### config.mk
export PLATFORM = sky130hd
export DESIGN_NAME = cpu7_timer
export DESIGN_NICKNAME = d
export VERILOG_FILES = /design/src/rtl/cpu7_timer.sv
export SDC_FILE = /design/constraint.sdc
export NUM_CORES = 1
export LEC_CHECK = 0
export BUFFER_PORTS_ARGS = -buffer_cell sky130_fd_sc_hd__buf_4
export CAP_MARGIN = 20
export CELL_PAD_IN_SITES_DETAIL_PLACEMENT = 1
export CELL_PAD_IN_SITES_GLOBAL_PLACEMENT = 1
export CORE_MARGIN = 5
export CORE_UTILIZATION = 38
export CTS_CLUSTER_SIZE = 14
export DETAILED_ROUTE_END_ITERATION = 8
export PLACE_DENSITY = 0.77
export SYNTH_ARGS = -nofsm -noshare
export SYNTH_HDL_FRONTEND = slang
export SYNTH_SLANG_ARGS = --single-unit
### constraint.sdc
create_clock -name clk -period 2.8 [get_ports clk]
set_clock_uncertainty 0.1 [all_clocks]
set_input_delay 0.42 -clock clk [delete_from_list [all_inputs] [get_ports clk]]
set_output_delay 0.42 -clock clk [all_outputs]
set_load 0.1 [all_outputs]
### src/rtl/cpu7_timer.sv
// cpu7_timer: LoongArch-style constant timer CSRs (TID/TCFG/TVAL/TICLR) and 64-bit stable counter
// ports: clk, resetn (async, active-low); csr_raddr -> csr_rdata (combinational);
//        csr_waddr/csr_wdata/csr_wen write port; timer_int = TI level; stable_cnt free-running
module cpu7_timer #(
   parameter int GRLEN   = 32,
   parameter int CSR_BIT = 14
) (
   input  logic               clk,
   input  logic               resetn,
   input  logic [CSR_BIT-1:0] csr_raddr,
   output logic [GRLEN-1:0]   csr_rdata,
   input  logic [CSR_BIT-1:0] csr_waddr,
   input  logic [GRLEN-1:0]   csr_wdata,
   input  logic               csr_wen,
   output logic               timer_int,
   output logic [63:0]        stable_cnt
);
   localparam logic [CSR_BIT-1:0] A_TID   = CSR_BIT'(32'h40);
   localparam logic [CSR_BIT-1:0] A_TCFG  = CSR_BIT'(32'h41);
   localparam logic [CSR_BIT-1:0] A_TVAL  = CSR_BIT'(32'h42);
   localparam logic [CSR_BIT-1:0] A_TICLR = CSR_BIT'(32'h44);
   logic [GRLEN-1:0] tid, tcfg, tval, tval_nxt;
   logic             ti, w_tid, w_tcfg, w_clr, expire;
   assign w_tid     = csr_wen && csr_waddr == A_TID;
   assign w_tcfg    = csr_wen && csr_waddr == A_TCFG;
   assign w_clr     = csr_wen && csr_waddr == A_TICLR && csr_wdata[0];
   // expiry is judged on the pre-write config, so a same-cycle TCFG write still lets TI set
   assign expire    = tcfg[0] && tval == GRLEN'(1);
   assign timer_int = ti;
   always_comb begin
      tval_nxt  = w_tcfg        ? {csr_wdata[GRLEN-1:2], 2'b00} :
                  !tcfg[0]      ? tval :
                  tval != '0    ? tval - GRLEN'(1) :
                  tcfg[1]       ? {tcfg[GRLEN-1:2], 2'b00} : tval;
      csr_rdata = csr_raddr == A_TID  ? tid  :
                  csr_raddr == A_TCFG ? tcfg :
                  csr_raddr == A_TVAL ? tval : '0;
   end
   always_ff @(posedge clk or negedge resetn) begin
      if (!resetn) begin
         tid        <= '0;
         tcfg       <= '0;
         tval       <= '0;
         ti         <= 1'b0;
         stable_cnt <= '0;
      end else begin
         if (w_tid) tid <= csr_wdata;
         if (w_tcfg) tcfg <= csr_wdata;
         tval       <= tval_nxt;
         ti         <= expire || (ti && !w_clr);
         stable_cnt <= stable_cnt + 64'd1;
      end
   end
endmodule

==> results_dict.tcl <==
set metrics [dict create \
    synthMuxAreaShare_pct 8.54 \
    ff2ff_setup_slack_ns 0.009 \
    path_cells "or4_4, or4b_4, or4_4, a21oi_4, buf_6, a31oi_1, o21a_1" \
    min_period_ns 2.79 \
    synthToLayoutAreaGrowth_pct 32.0 \
    fin_cells 1399 \
    cts_buffers 17 \
    place_area_um2 10500 \
    cpPeakStageDelay_ns 0.55 \
    timing.final.crit_share_pct 99.7 \
    antenna_found_initial 0 \
    ys.flop_type "dfrtp_1" \
    cp-start-kind "flip-flop" \
    cts-root-buf "clkbuf_16" \
    hold_class "in -> reg" \
    worst_path_max_delay_cell "or4_4" \
    synth_compound_area_share_pct 9.48 \
    synthCells 906 \
    drt_iter0_drc 426 \
    cts_tree "built" \
    cts_max_path_buffers 2 \
    yosysUniqueCellTypes 62 \
    grt_pass1_wl_um 46600 \
    final_area_um2 11200 \
    p_total_mw 5.08 \
    via_per_inst 5.62 \
    clock_latency_ns 0.43 \
    hp-start "csr_wdata[8]" \
    crit_start "tval[29]" \
    p_per_area_nw_per_um2 454 \
    gp_congestion 0.908 \
    syn_area_um2 8470 \
    critical_path_class "reg -> reg" \
    place_hpwl_um 20700 \
    core_um2 21900 \
    htree_num_levels 4 \
    grt_overflow 0 \
    cp.arrival_ns 3.00 \
    yosysSeqAreaShare_pct 47.5 \
    grt_max_degree 71 \
    synth_xor_area_share_pct 6.93 \
    async_flop_share_pct 100 \
    dieArea_um2 25400 \
    holdPathStages 3 \
    setup_slack_ns 0.00902 \
    clk_pin_slew_ns 0.06 \
    holdWs_ns 0.108 \
    grt_pass1_vias 8620 \
    die_height_um 159 \
    n_antenna_cell 0 \
    worst_ep_required_time_ns 3.01 \
    start_util_pct 38.7 \
    yosys.area_share.simple_pct 24.2 \
    dp.cells 1363 \
    wl_per_cell_um 20.2 \
    die_w_um 159 \
    r2r-start "tval[29]" \
    cp_max_fo 6 \
    drive_gt1_share_pct 32.5 \
    synth-edff-count 0 \
    layout.nets 1172 \
    fillers 2501 \
    drc 0 \
    pin_count 160 \
    finalSetupViolations 0 \
    yosys_warnings 0 \
    fin_util_pct 51.1 \
    dr.pass1.iters 7 \
    slew_headroom_pct 64.1 \
    fp-row-count 54 \
    min_to "tcfg[8]" \
    crit_top_cell "or4_4" \
    postSynthAreaPerCell_um2 9.35 \
    totalWireLength_um 28300 \
    grt.total_usage_pct 22.2 \
    clock_sinks 161 \
    end_kind "flip-flop" \
    syn_nets 972 \
    synth-adder-area-share_pct 0.443 \
    power_leakage_nw 5.23 \
    postRouteAntennaNets 0 \
    cap_violations 0 \
    rr_endpoint "tval[29]" \
    rr_worst_depth 7 \
    status "completed" \
    synth_top_family_by_area "simple AND/OR/NAND/NOR gates" \
    maxSlewViolCount 0 \
    hold_viol_final 0 \
    peakVddDrop_mv 0.363 \
    vias 7861 \
    io_buffers 159 \
    fmax_ghz 0.358 \
    final.setup.tns_ns 0 \
    dp_slack_ns 0.0422 \
    ys_ff_latch 161 \
    tightest_slew_ns 0.534 \
]
-- metal layers --
metal  wire, um  GRT usage [%]  vias to the layer above
met4        512           6.24                        0
met3       1760           5.75                       41
met5          0              0                        -
met2      13800           36.9                      238
li1           -              -                     3612
met1      12300           28.8                     3970
-- cells in the mapped netlist, types with 3 or more instances --
cell | count | area share, %
o31ai_1 | 7 | 0.62
or3_1 | 6 | 0.44
o41ai_1 | 3 | 0.31
buf_1 | 3 | 0.13
and3_1 | 17 | 1.3
nor2b_1 | 3 | 0.22
o21a_1 | 3 | 0.27
ha_1 | 3 | 0.44
o211ai_1 | 11 | 0.97
nor3_1 | 27 | 1.6
xnor2_1 | 41 | 4.2
and4_1 | 8 | 0.83
a21oi_1 | 41 | 2.4
nand2_1 | 126 | 5.6
nand3_1 | 41 | 2.4
o21ai_1 | 4 | 0.24
a221o_1 | 3 | 0.35
inv_1 | 11 | 0.49
nand4_1 | 30 | 2.2
a211oi_1 | 3 | 0.27
a22o_1 | 5 | 0.52
a31oi_1 | 9 | 0.66
and2_1 | 5 | 0.37
xor2_1 | 26 | 2.7
clkbuf_1 | 43 | 1.9
dfrtp_1 | 161 | 48
mux2i_1 | 34 | 4.0
o2111ai_1 | 3 | 0.31
nor4_1 | 14 | 1.0
nor2_1 | 115 | 5.1
o22ai_1 | 3 | 0.22
o21ai_0 | 15 | 0.89
mux2_2 | 34 | 4.5
or4_1 | 12 | 1.1
-- logic make-up after synthesis --
family | after synthesis
multiplexers | 68
AND/OR/NAND/NOR | 424
flip-flops | 161
adder cells (fa/ha/maj) | 3
XOR/XNOR | 67
AO/OA/AOI/OAI | 123
buffers and inverters | 60
-- worst max-delay path: cells and delay by family, from the launching register on --
family,cells,cell delay [ns]
AOI/OAI and AO/OA,3,0.44
buffers and inverters,1,0.14
DFF,1,0.38
and+or+nand+nor,3,1.61
-- flip-flops by register name (all words and copies together) (netlist names) --
signal,flops
stable_cnt,64
tcfg,32
tval,32
tid,32
timer_int,1
-- power by group --
| part | switching (mW) | internal [mW] |
|---|---|---|
| logic | 0.133 | 0.101 |
| clock network | 0.995 | 1.52 |
| registers | 0.00432 | 2.33 |
-- placed cells by master (no fill, tap or decap), types with 4 or more instances in the layout --
cell	instances
bufinv_16	4
nand4_1	30
o21ai_1	4
nor2_2	30
or3_1	6
inv_1	11
nand2_1	124
o211ai_1	11
clkbuf_16	17
and3_1	17
dfrtp_1	141
xor2_1	26
nor4_1	11
a22o_1	5
mux2_2	34
nor2_1	84
nand3_1	40
a21oi_1	41
nor4_2	4
a31oi_1	9
mux2i_1	34
and2_1	5
xnor2_1	41
or4_1	12
buf_4	224
and4_1	8
o31ai_1	7
clkinvlp_4	5
dfrtp_2	20
o21ai_0	15
nor3_1	25
-- area by class of cell --
class | instances | area, um^2 | share of cell area, %
Inverter | 11 | 41.3 | 0.369
Clock inverter | 12 | 180 | 1.61
Clock buffer | 20 | 447 | 3.99
Timing Repair Buffer | 230 | 1770 | 15.9
Sequential cell | 161 | 4050 | 36.2
Multi-Input combinational cell | 685 | 4340 | 38.8
Tap cell | 280 | 350 | 3.13
-- worst max-delay path by stage --
stage,end,cells past startpoint
global route,tval[29],7
floorplan,stable_cnt[38],6
global placement,tval[8],7
detailed placement,tval[8],7
finish,tval[29],7
CTS,tval[27],9
-- repair_timing --
item / CTS / global route
buffers inserted: 0 / 3
endpoints found under the hold margin: 21 / 0
hold buffers: 1 / 0
gates resized for setup: 0 / 8
setup endpoints to repair: 0 / 23
Power figures use the tool's default switching activity.
